--- src/rtl/exhaustive_stim_capture.sv ---
// Exhaustive pattern walker: drives every N_WIDTH-bit pattern into a DUT,
// waits a settle time, streams (pattern, response) records and folds them into a MISR.
// Ports: CK, reset (sync, active-high), start, gray_mode, pat (to DUT), resp (from DUT),
//        rec_valid/rec_ready/rec_pattern/rec_response (record stream), signature, busy, done.
module exhaustive_stim_capture #(
  parameter int N_WIDTH = 3,
  parameter int OUT_WIDTH = 1,
  parameter int SETTLE_CYCLES = 1,
  parameter int SIG_WIDTH = 16,
  parameter logic [SIG_WIDTH-1:0] SIG_POLY = 16'h1021
) (
  input  logic                 CK,
  input  logic                 reset,
  input  logic                 start,
  input  logic                 gray_mode,
  output logic [N_WIDTH-1:0]   pat,
  input  logic [OUT_WIDTH-1:0] resp,
  output logic                 rec_valid,
  input  logic                 rec_ready,
  output logic [N_WIDTH-1:0]   rec_pattern,
  output logic [OUT_WIDTH-1:0] rec_response,
  output logic [SIG_WIDTH-1:0] signature,
  output logic                 busy,
  output logic                 done
);

  typedef enum logic [1:0] {
    S_IDLE,
    S_SETTLE,
    S_EMIT,
    S_DONE
  } state_t;

  localparam logic [7:0] CNT_LOAD = 8'(SETTLE_CYCLES);

  state_t state;
  state_t state_nx;

  logic [7:0]           cnt;
  logic [N_WIDTH-1:0]   idx;
  logic [N_WIDTH-1:0]   idx_inc;
  logic                 gray_q;
  logic                 hs;
  logic                 last;
  logic                 cnt_one;
  logic [SIG_WIDTH-1:0] sig_nx;

  function automatic logic [N_WIDTH-1:0] map_idx(
    input logic [N_WIDTH-1:0] i,
    input logic               g
  );
    return g ? (i ^ (i >> 1)) : i;
  endfunction

  assign idx_inc = idx + N_WIDTH'(1);
  assign hs      = rec_valid && rec_ready;
  assign last    = (idx == {N_WIDTH{1'b1}});
  assign cnt_one = (cnt == 8'd1);

  assign sig_nx = {signature[SIG_WIDTH-2:0], 1'b0}
                ^ (signature[SIG_WIDTH-1] ? SIG_POLY : '0)
                ^ SIG_WIDTH'(rec_response);

  assign rec_valid = (state == S_EMIT);
  assign busy      = (state == S_SETTLE) || (state == S_EMIT);
  assign done      = (state == S_DONE);

  always_comb begin
    state_nx = state;
    unique case (state)
      S_IDLE, S_DONE: if (start) state_nx = S_SETTLE;
      S_SETTLE:       if (cnt_one) state_nx = S_EMIT;
      S_EMIT:         if (hs) state_nx = last ? S_DONE : S_SETTLE;
      default:        state_nx = S_IDLE;
    endcase
  end

  always_ff @(posedge CK) begin
    if (reset) state <= S_IDLE;
    else       state <= state_nx;
  end

  always_ff @(posedge CK) begin
    if (reset) begin
      cnt          <= '0;
      idx          <= '0;
      gray_q       <= 1'b0;
      pat          <= '0;
      rec_pattern  <= '0;
      rec_response <= '0;
      signature    <= '0;
    end else begin
      unique case (state)
        S_IDLE, S_DONE: begin
          if (start) begin
            gray_q    <= gray_mode;
            idx       <= '0;
            signature <= '0;
            pat       <= '0;
            cnt       <= CNT_LOAD;
          end
        end
        S_SETTLE: begin
          cnt <= cnt - 8'd1;
          if (cnt_one) begin
            rec_pattern  <= pat;
            rec_response <= resp;
          end
        end
        S_EMIT: begin
          if (hs) begin
            signature <= sig_nx;
            // Last pattern: pat keeps its final value into DONE.
            if (!last) begin
              idx <= idx_inc;
              pat <= map_idx(idx_inc, gray_q);
              cnt <= CNT_LOAD;
            end
          end
        end
        default: ;
      endcase
    end
  end

endmodule

--- config.mk ---
export PLATFORM = sky130hd
export DESIGN_NAME = exhaustive_stim_capture
export DESIGN_NICKNAME = d
export VERILOG_FILES = /design/src/rtl/exhaustive_stim_capture.sv
export SDC_FILE = /design/constraint.sdc
export NUM_CORES = 1
export LEC_CHECK = 0
export CAP_MARGIN = 15
export CORE_AREA = 3 3 54 68
export DETAILED_ROUTE_END_ITERATION = 8
export DIE_AREA = 0 0 57 71
export GPL_TIMING_DRIVEN = 1
export PLACE_DENSITY = 0.79
export SLEW_MARGIN = 20
export SYNTH_ARGS = -nofsm -noshare
export SYNTH_HDL_FRONTEND = slang
export SYNTH_SLANG_ARGS = --single-unit
--- constraint.sdc ---
create_clock -name CK -period 4.1 [get_ports CK]
set_input_delay 0.82 -clock CK [delete_from_list [all_inputs] [get_ports CK]]
set_output_delay 0.82 -clock CK [all_outputs]
set_load 0.005 [all_outputs]
After elaboration in Yosys (flattened, before gate mapping)
Index checks and enable logic that the tools add are counted.
{ "totals": {"reg_bits": 37, "in_bits": 6, "out_inout_bits": 26, "word_cells": 54} }
{ "op_classes": {"addsub": 2, "n_eq_ne": 9, "muxes": 21, "n_bitwise": 3, "reduce_logical": 11} }
{ "op_table": {"columns": ["cell", "count"], "rows": [
  ["two-way mux 16 bit", 2],
  ["case mux 16 bit (2 select lines)", 1],
  ["two-way mux 8 bit", 3],
  ["case mux 8 bit (3 select lines)", 1],
  ["two-way mux 3 bit", 6],
  ["XOR 16 x 1 -> 16 bit", 1],
  ["XOR 16 x 13 -> 16 bit", 1],
  ["two-way mux 13 bit", 1],
  ["case mux 3 bit (2 select lines)", 2],
  ["AND reduction 3 bit", 3],
  ["equality test 8 x 1 -> 1 bit, second input constant", 1],
  ["two-way mux 2 bit", 4],
  ["subtractor 8 x 1 -> 8 bit, second input constant", 1],
  ["inequality test 2 bit, second input constant", 3],
  ["case mux 2 bit (3 select lines)", 1],
  ["equality test 2 bit, second input constant", 2],
  ["AND reduction 2 bit", 2],
  ["AND reduction 4 bit", 1],
  ["adder 3 x 1 -> 3 bit, second input constant", 1],
  ["equality test 3 bit, second input constant", 1],
  ["XOR 3 x 2 -> 3 bit", 1],
  ["equality test 2 x 1 -> 1 bit, second input constant", 1],
  ["logical NOT 2 bit", 1],
  ["inequality test 2 x 1 -> 1 bit, second input constant", 1],
  ["other kinds (4)", 4]
]} }

Depth between registers and ports, before layout
{ "logic_depth": {"word_depth": 6, "mapped_depth": 7, "ltp_nobuf": 6} }

Least setup slack after synthesis
Ideal clock, no wire load.
{ "synth_timing": {"path_type": "in2reg", "from": "in start", "to": "reg signature[10]", "setup_time_ns": 0.128, "arrival_ns": 1.732, "required_ns": 3.972, "slack_ns": 2.241, "cell_stages": 5, "n_path_buf": 1, "cell_sequence": "and2b_1 > a211o_1 > buf_2 > a22oi_1 > nor2_1"} }
{ "synth_between": {"elab_chain_cells": 2} }
{ "synth_lines": {"columns": ["item", "line", "rtl"], "rows": [
  ["start: declaration", "14", "input logic start,"],
  ["inequality test 2 bit (no line)", null, null],
  ["AND reduction 3 bit (no line)", null, null],
  ["end signal: assignment", "112", "signature <= sig_nx;"],
  ["end: declaration", "22", "output logic [SIG_WIDTH-1:0] signature,"]
]} }
Every way passes these cells.
A chain may end at the register's enable or synchronous reset.

Final worst setup path
{ "layout_timing": {"from": "reg state[0]", "to": "out rec_valid"} }
{ "layout_between": {"elab_chain_cells": 1} }
{ "layout_lines": {"columns": ["item", "line", "rtl"], "rows": [
  ["start: declaration", "36", "state_t state;"],
  ["start signal: assignment", "80", "else state <= state_nx;"],
  ["equality test 2 bit", "64", "assign rec_valid = (state == S_EMIT);"],
  ["end: declaration", "18", "output logic rec_valid,"]
]} }
Every way passes these cells.

==> metrics.cfg <==
[yosys]
avgSynthCellArea_um2 = 8.92
ys_seq_elements = 36
synth_area_leader_cell = dfxtp_1
synth_edf_count = 0
ys_types = 38
synth-async-reset-ratio = 0
syn_nets = 196
synth_top_area_share = 0.444
ys_seq_area_frac = 0.444
mappedNetlistArea_um2 = 1620
yosysWarnings = 0
synth.area.top_cells = dfxtp_1 44%, a22oi_1 7.4%, nor2_1 6.5%
synth_flop_cell = dfxtp_1
syn_inst = 182

[sta]
tns_ns = 0
fin_worst_skew_ns = 0.00436
period_needed_ns = 2.59
setup_viol = 0
rsz0062_at_grt = false
max_freq_mhz = 386
slew_headroom = 0.298
slew_violations = 0
finalHoldViolCount = 0
period_share = 0.631
fin_ws_ns = 1.51
worst_pin_slew_ns = 1.05

[die]
ios = 32
die_h_um = 71
initial_core_util = 0.513
coreArea_um2 = 3170
die_area_um2 = 4050
die_w_um = 57
row_count = 23

[detailed_routing]
drt-initial-drc-count = 61
vias_per_cell = 5.87
firstDrtPassIters = 4
dr_total_vias = 1437
ant_nets = 0
wirelength_mm = 3.90
wl_per_cell_um = 15.9
drc = 0

[final_layout]
multi_input_area_um2 = 836
area_growth_pct = 23.9
num_antenna_cells = 0
layout-drive-gt1-share = 0.0529
seqCellArea_um2 = 721
fill_cells = 262
fin_nets = 224

[setup_path]
crit_type = flop to output port
cp-start-kind = flop
cp_max_fo = 14
required_ns = 3.28
worstSetupEndpointType = output port
arrival_ns = 1.77

[global_routing]
grt.total_usage = 0.205
grt_pass1_wl_mm = 6.54
gr-total-overflow = 0
grt_max_degree = 31
grt_pass1_vias = 1446
antenna_found_initial = 0

[clock_network]
cts.sinks = 36
clk-insertion-delay-late_ns = 0.28
cts.hold.buffers_added = 0
post_cts.repair.setup_buffers = 0
htreeDepth = 2
clk_pin_slew_ns = 0.07
cts_tree = done
cts-resized-gates = 0
cts_root_buf = clkbuf_8
clock_path_buffers = 2
cts_buffers = 5

[place]
gp_congestion = 0.865
pre_cts_ws_ns = 1.29
io_buffer_count = 31
hpwl_mm = 2.74

[power_and_ir_drop]
leakage_nw = 0.772
powerDensity_nw_per_um2 = 498
peakVddDrop_mv = 0.302

[hold_path]
min_path_type = flop to flop

[flow_run]
timing.max_cap.violations = 0

[run_status]
run_status = finished, final reports clean

[kinds of logic after synthesis]
kind of cell    Yosys count  share of synthesized area
compound gates           51                      0.210
xor+xnor                  4                     0.0216
fa+ha+maj                 8                     0.0616
buf+inv                  17                     0.0431
flops                    36                      0.444
mux                       7                     0.0447
simple gates             59                      0.176
[layout by cell type (no fill, tap or decap), drive strengths merged]
cell,synthesis,routed
xor2,3,3
clkdlybuf4s50,0,31
dfxtp,36,36
nand2b,3,3
and2b,1,1
a22oi,16,16
o21ai,9,9
nor3b,1,1
o32ai,1,1
clkbuf,7,5
mux2,2,2
and3,1,1
a211oi,2,2
mux2i,5,5
a221o,1,1
buf,4,1
nand3b,2,2
nor3,3,3
a21oi,14,14
a311oi,1,1
nor2,28,28
a211o,1,1
a21o,1,1
or4,1,1
o31a,1,1
a31oi,1,1
o41a,1,1
xnor2,1,1
nand2,7,7
a21boi,2,2
nand4,4,4
inv,6,6
ha,8,8
nor4,1,1
nand3,7,7
[synthesized netlist by cell type, types with 2 or more instances]
cell / n
dfxtp_1: 36
nor2_1: 28
a22oi_1: 16
a21oi_1: 13
ha_1: 8
o21ai_0: 8
clkbuf_1: 7
nand2_1: 7
nand3_1: 7
inv_1: 6
mux2i_1: 5
nand4_1: 4
nand2b_1: 3
nor3_1: 3
xor2_1: 3
a211oi_1: 2
a21boi_0: 2
buf_2: 2
mux2_1: 2
nand3b_1: 2
[registers in the layout (all words and copies together), names as in the netlist]
register,cells
signature,16
cnt,8
idx,3
rec_pattern,3
pat,2
state,2
gray_q,1
rec_response,1
[through the flow]
step | cells | util | total power, mW | hold WS [ns] | cell area [µm²]
2_1_floorplan | 182 | - | 0.686 | 0.463 | 1620
3_5_place_dp | 240 | 0.613 | 0.778 | 0.487 | 1940
3_3_place_gp | 240 | 0.613 | 0.758 | 0.477 | 1940
4_1_cts | 245 | 0.635 | 1.00 | 0.496 | 2010
6_report | 245 | 0.636 | 1.00 | 0.504 | 2010
5_1_grt | 245 | 0.636 | 1.06 | 0.516 | 2010
[layout make-up]
cell class | count | share of cell area
tap | 37 | 0.0230
sequential | 36 | 0.358
multi-input combinational | 129 | 0.415
clock buffer | 5 | 0.0342
inverter | 6 | 0.0112
timing repair buffer | 32 | 0.158
[path summary, 6_finish.rpt]
kind	startpoint	to	slack (ns)	cells after the start
max	state[0]	rec_valid	1.51	3
min	rec_pattern[1]	rec_pattern[1]	0.50	2
max reg2reg	state[0]	signature[5]	2.03	6
min reg2reg	rec_pattern[1]	rec_pattern[1]	0.50	2
[metal layers]
layer  share of wire  track usage  vias to the layer above
met5               0            0                        -
met4           0.014       0.0773                        0
met3           0.054       0.0693                        6
met2            0.52        0.358                       31
met1            0.41        0.226                      698
li1                -            -                      702
[worst max-delay path: stages, from the launching register on]
cell             delay [ns]
dfxtp_1                0.35
inv_1                  0.09
ha_1                   0.46
clkdlybuf4s50_1        0.59
[power breakdown]
group | total [mW] | internal, mW | leakage [nW] | switching [mW]
Sequential | 0.413 | 0.379 | 0.291 | 0.0346
Clock | 0.222 | 0.109 | 0.0359 | 0.113
Combinational | 0.367 | 0.142 | 0.445 | 0.225
No activity file was read; power rests on OpenSTA's default activity.
